### config.mk
export PLATFORM = sky130hd
export DESIGN_NAME = vga_sync_gen
export DESIGN_NICKNAME = d
export VERILOG_FILES = /design/src/rtl/vga_sync_gen.sv
export SDC_FILE = /design/constraint.sdc
export NUM_CORES = 1
export LEC_CHECK = 0
export CORE_MARGIN = 4
export CORE_UTILIZATION = 50
export DETAILED_ROUTE_END_ITERATION = 8
export PLACE_DENSITY = 0.74
export RECOVER_POWER = 50
export SETUP_SLACK_MARGIN = 0.02
export SLEW_MARGIN = 10
export SYNTH_ARGS = -nofsm -noshare
export SYNTH_HDL_FRONTEND = slang
export SYNTH_SLANG_ARGS = --single-unit
### constraint.sdc
create_clock -name clk -period 2.4 [get_ports clk]
set_input_delay 0.36 -clock clk [delete_from_list [all_inputs] [get_ports clk]]
set_output_delay 0.36 -clock clk [all_outputs]
set_load 0.03 [all_outputs]
### src/rtl/vga_sync_gen.sv
// vga_sync_gen
// ------------
// VGA raster timing generator, 640x480@60 by default, running from the
// system clock with a programmable clock divider to reach the pixel rate.
// It feeds the frame renderer's pixel-coordinate interface and drives the
// connector syncs. The syncs are delayed to match the renderer's colour
// pipeline, so sync and colour arrive at the connector together.
//
// Ports:
//   clk            system clock
//   rst            synchronous, active-high reset
//   o_pix_valid    high while the current pixel is in the visible region
//   o_col          visible column (0 outside the visible region)
//   o_row          visible row    (0 outside the visible region)
//   o_hsync        horizontal sync at SYNC_ACTIVE level, delayed SYNC_DELAY clocks
//   o_vsync        vertical sync at SYNC_ACTIVE level, delayed SYNC_DELAY clocks
//   o_frame_start  one-clock pulse on the first clock of pixel (0,0)
module vga_sync_gen #(
    parameter int   H_VISIBLE   = 640,
    parameter int   H_FRONT     = 16,
    parameter int   H_SYNC      = 96,
    parameter int   H_BACK      = 48,
    parameter int   V_VISIBLE   = 480,
    parameter int   V_FRONT     = 10,
    parameter int   V_SYNC      = 2,
    parameter int   V_BACK      = 33,
    parameter int   CLK_DIV     = 2,     // 1..4
    parameter int   SYNC_DELAY  = 2,     // 0..7
    parameter logic SYNC_ACTIVE = 1'b0   // 0 = active-low syncs
) (
    input  logic       clk,
    input  logic       rst,
    output logic       o_pix_valid,
    output logic [9:0] o_col,
    output logic [9:0] o_row,
    output logic       o_hsync,
    output logic       o_vsync,
    output logic       o_frame_start
);

    localparam int H_TOTAL = H_VISIBLE + H_FRONT + H_SYNC + H_BACK;
    localparam int V_TOTAL = V_VISIBLE + V_FRONT + V_SYNC + V_BACK;

    localparam logic [9:0] H_LAST   = 10'(H_TOTAL - 1);
    localparam logic [9:0] V_LAST   = 10'(V_TOTAL - 1);
    localparam logic [9:0] H_VIS    = 10'(H_VISIBLE);
    localparam logic [9:0] V_VIS    = 10'(V_VISIBLE);
    localparam logic [9:0] HS_START = 10'(H_VISIBLE + H_FRONT);
    localparam logic [9:0] HS_END   = 10'(H_VISIBLE + H_FRONT + H_SYNC);
    localparam logic [9:0] VS_START = 10'(V_VISIBLE + V_FRONT);
    localparam logic [9:0] VS_END   = 10'(V_VISIBLE + V_FRONT + V_SYNC);
    localparam logic [1:0] DIV_LAST = 2'(CLK_DIV - 1);

    // ------------------------------------------------------------------
    // Raster counters
    // ------------------------------------------------------------------
    logic [1:0] div_cnt_reg;
    logic [9:0] h_cnt_reg;
    logic [9:0] v_cnt_reg;
    logic       pix_tick;

    assign pix_tick = (div_cnt_reg == DIV_LAST);

    always_ff @(posedge clk) begin
        if (rst) begin
            div_cnt_reg <= 2'd0;
            h_cnt_reg   <= 10'd0;
            v_cnt_reg   <= 10'd0;
        end else begin
            if (pix_tick) begin
                div_cnt_reg <= 2'd0;
                if (h_cnt_reg == H_LAST) begin
                    h_cnt_reg <= 10'd0;
                    if (v_cnt_reg == V_LAST) begin
                        v_cnt_reg <= 10'd0;
                    end else begin
                        v_cnt_reg <= v_cnt_reg + 10'd1;
                    end
                end else begin
                    h_cnt_reg <= h_cnt_reg + 10'd1;
                end
            end else begin
                div_cnt_reg <= div_cnt_reg + 2'd1;
            end
        end
    end

    // ------------------------------------------------------------------
    // Pixel interface. Outputs are registered straight from the counters,
    // so they change only on the clock after a tick and stay constant for
    // all CLK_DIV clocks of a pixel.
    // ------------------------------------------------------------------
    logic visible;
    logic first_clk_of_frame;

    assign visible            = (h_cnt_reg < H_VIS) && (v_cnt_reg < V_VIS);
    assign first_clk_of_frame = (h_cnt_reg == 10'd0) && (v_cnt_reg == 10'd0) &&
                                (div_cnt_reg == 2'd0);

    always_ff @(posedge clk) begin
        if (rst) begin
            o_pix_valid   <= 1'b0;
            o_col         <= 10'd0;
            o_row         <= 10'd0;
            o_frame_start <= 1'b0;
        end else begin
            o_pix_valid   <= visible;
            o_col         <= visible ? h_cnt_reg : 10'd0;
            o_row         <= visible ? v_cnt_reg : 10'd0;
            o_frame_start <= first_clk_of_frame;
        end
    end

    // ------------------------------------------------------------------
    // Sync generation and delay line. Stage 0 is aligned with o_col/o_row;
    // each further stage adds one clock, so the output stage SYNC_DELAY
    // carries exactly SYNC_DELAY clocks of delay. The line shifts every
    // clock (not on pixel ticks) because the renderer latency is in clocks.
    // ------------------------------------------------------------------
    logic hs_raw;
    logic vs_raw;
    logic hs_lvl;
    logic vs_lvl;

    assign hs_raw = (h_cnt_reg >= HS_START) && (h_cnt_reg < HS_END);
    assign vs_raw = (v_cnt_reg >= VS_START) && (v_cnt_reg < VS_END);
    assign hs_lvl = hs_raw ? SYNC_ACTIVE : ~SYNC_ACTIVE;
    assign vs_lvl = vs_raw ? SYNC_ACTIVE : ~SYNC_ACTIVE;

    logic [SYNC_DELAY:0] hs_pipe_reg;
    logic [SYNC_DELAY:0] vs_pipe_reg;
    logic [SYNC_DELAY:0] hs_pipe_next;
    logic [SYNC_DELAY:0] vs_pipe_next;

    generate
        for (genvar gi = 0; gi <= SYNC_DELAY; gi++) begin : g_sync_pipe
            if (gi == 0) begin : g_head
                assign hs_pipe_next[gi] = hs_lvl;
                assign vs_pipe_next[gi] = vs_lvl;
            end else begin : g_tail
                assign hs_pipe_next[gi] = hs_pipe_reg[gi-1];
                assign vs_pipe_next[gi] = vs_pipe_reg[gi-1];
            end
        end
    endgenerate

    // Reset flushes the whole line to the inactive level so an aborted
    // sync pulse cannot leak out after reset is released.
    always_ff @(posedge clk) begin
        if (rst) begin
            hs_pipe_reg <= {(SYNC_DELAY+1){~SYNC_ACTIVE}};
            vs_pipe_reg <= {(SYNC_DELAY+1){~SYNC_ACTIVE}};
        end else begin
            hs_pipe_reg <= hs_pipe_next;
            vs_pipe_reg <= vs_pipe_next;
        end
    end

    assign o_hsync = hs_pipe_reg[SYNC_DELAY];
    assign o_vsync = vs_pipe_reg[SYNC_DELAY];

endmodule

* After elaboration in Yosys (flattened, before gate mapping) *
Cells that the tools add are included.

word-level totals
  register bits = 50
  latch bits = 0
  bits in writable memories = 0
  memory bits (read-only) = 0
  bits of input ports = 2
  logic and storage cells = 37
  memories = 0

cells by class
  $add $sub $neg = 3
  multipliers = 0
  divide/modulo/power cells = 0
  magnitude comparators = 6
  equality and inequality tests = 3
  shifts and indexed selects = 0
  muxes and demuxes = 4
  bitwise logic cells = 1
  reductions and logical operators = 11

operator list
  operator                                                            number
  adder 10 x 1 -> 10 bit, second input constant                       2
  == test 10 bit, second input constant                               2
  zero test 10 bit                                                    2
  < comparator 10 bit, second input constant                          2
  < comparator 10 x 9 -> 1 bit, second input constant                 2
  two-way mux 10 bit                                                  2
  greater-or-equal comparator 10 bit, second input constant           1
  greater-or-equal comparator 10 x 9 -> 1 bit, second input constant  1
  logical AND 1 bit                                                   5
  OR reduction 2 bit                                                  2
  adder 2 x 1 -> 2 bit, second input constant                         1
  == test 2 x 1 -> 1 bit, second input constant                       1
  zero test 2 bit                                                     1
  two-way mux 1 bit                                                   2
  AND reduction 2 bit                                                 1
  inverter 1 bit                                                      1

* Logic depth before layout (Yosys ltp) *
  word-level depth = 4
  gate-level depth with buffers = 8
  mapped depth without buffers = 6

* Worst setup path before layout *
OpenSTA, ideal clock, no wires.

  kind = register to register
  from = register div_cnt_reg[0]
  to = register v_cnt_reg[6]
  setup time = 0.072 ns
  data arrival time = 1.647 ns
  path slack = 0.682 ns
  stages on the path, launching flop included = 8
  buffers on the path = 2
  cells stage by stage = dfxtp_1 > ha_1 > buf_2 > and4_1 > buf_6 > nand3_4 > or4_1 > a21oi_1

between the ends
  longest elaborated chain between the ends = 2

ends and longest elaborated chain
  element                               line  text
  start, declared                       57    logic [1:0] div_cnt_reg;
  start signal, assigned                83    div_cnt_reg <= div_cnt_reg + 2'd1;
  == test 2 x 1 -> 1 bit                62    assign pix_tick = (div_cnt_reg == DIV_LAST);
  AND reduction 2 bit (no source line)  n/a
  end signal, assigned                  77    v_cnt_reg <= v_cnt_reg + 10'd1;
  end, declared                         59    logic [9:0] v_cnt_reg;

Every way passes these cells.
A chain may end at the register's enable or synchronous reset.

* Worst setup path in the final report *
  from = register div_cnt_reg[1]
  to = register v_cnt_reg[4]

Same word-level chain as after synthesis.

==> metrics.md <==
| Metric | Value |
|---|---|
| Pin count of the biggest net entering global routing | 21 |
| Critical path peak fanout | 9 |
| Post-synthesis simple-gate area fraction | 29.3% |
| Worst-margin pin slew | 0.710 ns |
| Startpoint types | register |
| Routed wire length | 3.65 mm |
| Routed WL per cell | 13.7 um |
| Worst-Skew Late Latency | 0.30 ns |
| Via density | 5.41 |
| Yosys cell types | 36 |
| Top Metal Used | met4 |
| CP Data Required Time | 2.63 ns |
| GP Congestion | 0.892 |
| Initial DRT Pass Iterations | 4 |
| Adder-Cell Fraction of Synth Area | 3.90% |
| Nets | 226 |
| Largest family of logic cells by synthesized area | simple AND/OR/NAND/NOR gates |
| First-pass GRT wire length | 5.98 mm |
| I/O pins | 26 |
| Fraction of layout cells with a size suffix above 1 | 6.39% |
| Max stage delay on crit path | 0.53 ns |
| GRT Total Usage | 15.3% |
| Reg clk slew, reported paths | 0.08 ns |
| Max_slew headroom | 52.6% |
| Worst path slowest cell | or4b_1 |
| Root buf cell | clkbuf_8 |
| Initial core utilization | 52.2% |
| FF/Latch Area | 1000 sq um |
| Skew final | 0.00632 ns |
| Number of post-CTS setup repair buffers | 0 |
| IO buf count | 25 |
| Crit-path cells | inv_1, ha_1, and4_1, nand3_4, or4b_1, a21oi_1 |
| Diode count | 0 |
| Clk buf depth | 2 |
| Slew Viols, Final | 0 |
| Synth Warn # | 0 |
| Status | completed |
| Post-Syn Area per Cell | 9.82 sq um |
| Via count | 1444 |
| Critical path class | reg -> reg |
| FMAX | 493 MHz |
| Number of global-route vias before repair | 1349 |
| Drc violations | 0 |
| Clock Sink Count | 50 |
| Final Hold Vio Count | 0 |
| CP Capture Type | register |
| Drt initial violations | 65 |
| Number of synthesized register bits | 50 |
| Post-synth net total | 204 |
| DR WL met2 | 1.71 mm |
| HP Class | reg -> reg |
| Hold_buf cts | 0 |
| Synth Instances | 196 |
| Max-cap violation count | 0 |
| CTS tree | done |
| Peak VDD IR | 0.000316 V |
| Core ar. | 3690 sq um |
| Tmin final | 2.03 ns |
| Cell area after synthesis | 1920 sq um |
| Met1 wire length | 1.56 mm |
| Post-synthesis mux area share | 0% |
| Leakage | 0.836 nW |
| Final HPWL DP | 2.63 mm |
| DIE WIDTH | 70.0 um |
| Crit-path leading delay family | simple AND/OR/NAND/NOR gates |
| FILL cells | 322 |
| Met3 wire length | 296 um |
| TritonCTS Buffers | 5 |
| Routed Antenna Nets | 0 |
| Post-route setup TNS | 0 ns |
| Compound-cell area share of the yosys netlist | 4.49% |
| Arrival @ worst endpoint | 2.25 ns |
| Site Rows | 22 |
| Final core utilization | 62.1% |
| Die area | 4900 sq um |
| Setup Viol. Count Final | 0 |
| Area Growth Syn to Fin | 19.0% |
| Die height | 70.0 um |
| Initial antenna violation count | 0 |
| H-tree depth | 2 |
| Grt ovf | 0 |
| Buf/Inv on CP | 1 |
| Post-synthesis sequential area ratio | 52.0% |
| Cts repair resizes | 0 |
| P per Cell Area | 664 nW/um^2 |
| Area of the multi-input gates | 842 sq um |
| Fin crit share | 84.6% |
| RSZ-0062 raised after global routing | no |
| Xor and xnor area share after synthesis | 5.92% |
[path summary, 6_finish.rpt]
path,start,to,slack [ns],depth (start not counted)
worst max register to register,div_cnt_reg[1],v_cnt_reg[4],0.37,6
worst min register to register,vs_pipe_reg[1],vs_pipe_reg[2],0.42,1
worst max-delay path,div_cnt_reg[1],v_cnt_reg[4],0.37,6
worst min-delay path,vs_pipe_reg[1],vs_pipe_reg[2],0.42,1
[metal layers]
| layer | up-vias | track usage, % |
|---|---|---|
| met5 | - | 0 |
| met1 | 672 | 18.8 |
| met2 | 57 | 23.7 |
| li1 | 709 | - |
| met3 | 6 | 4.60 |
| met4 | 0 | 8.51 |
[through the flow]
step | power [W] | setup WS (ns) | cell area, sq um | hold slack [ns] | std cells
floorplan | 0.000936 | 0.682 | 1920 | 0.389 | 196
global placement | 0.000964 | 0.540 | 2180 | 0.402 | 259
detailed placement | 0.000970 | 0.406 | 2180 | 0.404 | 259
CTS | 0.00154 | 0.379 | 2290 | 0.426 | 267
global route | 0.00157 | 0.202 | 2290 | 0.430 | 267
finish | 0.00152 | 0.370 | 2290 | 0.419 | 267
[worst register-to-register path, stage by stage, from the launching register on]
cell,delay (ns)
dfxtp_1,0.30
inv_1,0.07
ha_1,0.31
and4_1,0.42
nand3_4,0.16
or4b_1,0.53
a21oi_1,0.17
[power breakdown]
part | switching [W] | total, W | internal, W
clock network | 0.000261 | 0.000572 | 0.000311
registers | 0.0000114 | 0.000858 | 0.000846
logic | 0.0000547 | 0.0000910 | 0.0000363
total | 0.000327 | 0.00152 | 0.00119
[final cells by class]
cell class | count | area share, %
well taps | 48 | 2.62
repair buffers | 26 | 11.1
multi-input cells | 129 | 36.8
flip-flops and latches | 50 | 43.7
inverters | 6 | 0.984
clock buffers | 6 | 3.17
clock inverters | 2 | 1.64
[cells in the mapped netlist (all sizes together)]
cell	count	area [sq um]
or4b	1	10.0
dfxtp	50	1000
o21bai	1	7.51
xor2	8	70.1
or2	5	31.3
inv	6	22.5
nor2	12	45.0
or4	3	22.5
o311ai	1	8.76
ha	6	75.1
xnor2	5	43.8
nand4	6	37.5
and2	19	119
or3	3	18.8
conb	1	3.75
clkbuf	3	11.3
nor3	9	56.3
nor4	4	25.0
nor3b	2	15.0
a21oi	7	35.0
buf	8	47.5
o31ai	2	15.0
nor2b	1	6.26
nand3	9	57.6
nand4b	1	8.76
nand2b	1	6.26
and3	4	25.0
and4b	1	10.0
nand2	9	33.8
o21ai	4	20.0
and4	4	35.0
[kinds of logic after synthesis]
kind of cell / after synthesis
compound gates: 15
xor+xnor: 13
fa+ha+maj: 6
buf+inv: 17
flops: 50
other cells: 1
simple gates: 94
[cells in the final DEF (no fill, tap or decap), types with 2 or more instances in the layout]
master	Yosys	final
dfxtp_1	50	50
clkdlybuf4s50_1	0	20
and2_1	19	13
nor2_1	12	12
nand2_1	9	9
nor3_1	8	8
xor2_1	8	8
nand3_1	8	8
a21oi_1	7	7
inv_1	6	6
nand4_1	6	6
and2_0	0	6
ha_1	6	6
or2_2	5	5
xnor2_1	5	5
clkbuf_8	0	5
dlygate4sd3_1	0	5
and3_1	4	4
o21ai_0	4	4
and4_1	4	4
nor4_1	4	4
or3_1	3	3
or4_1	3	3
o31ai_1	2	2
nor3b_1	2	2
clkbuf_1	3	2
No activity file was read; power rests on OpenSTA's default activity.
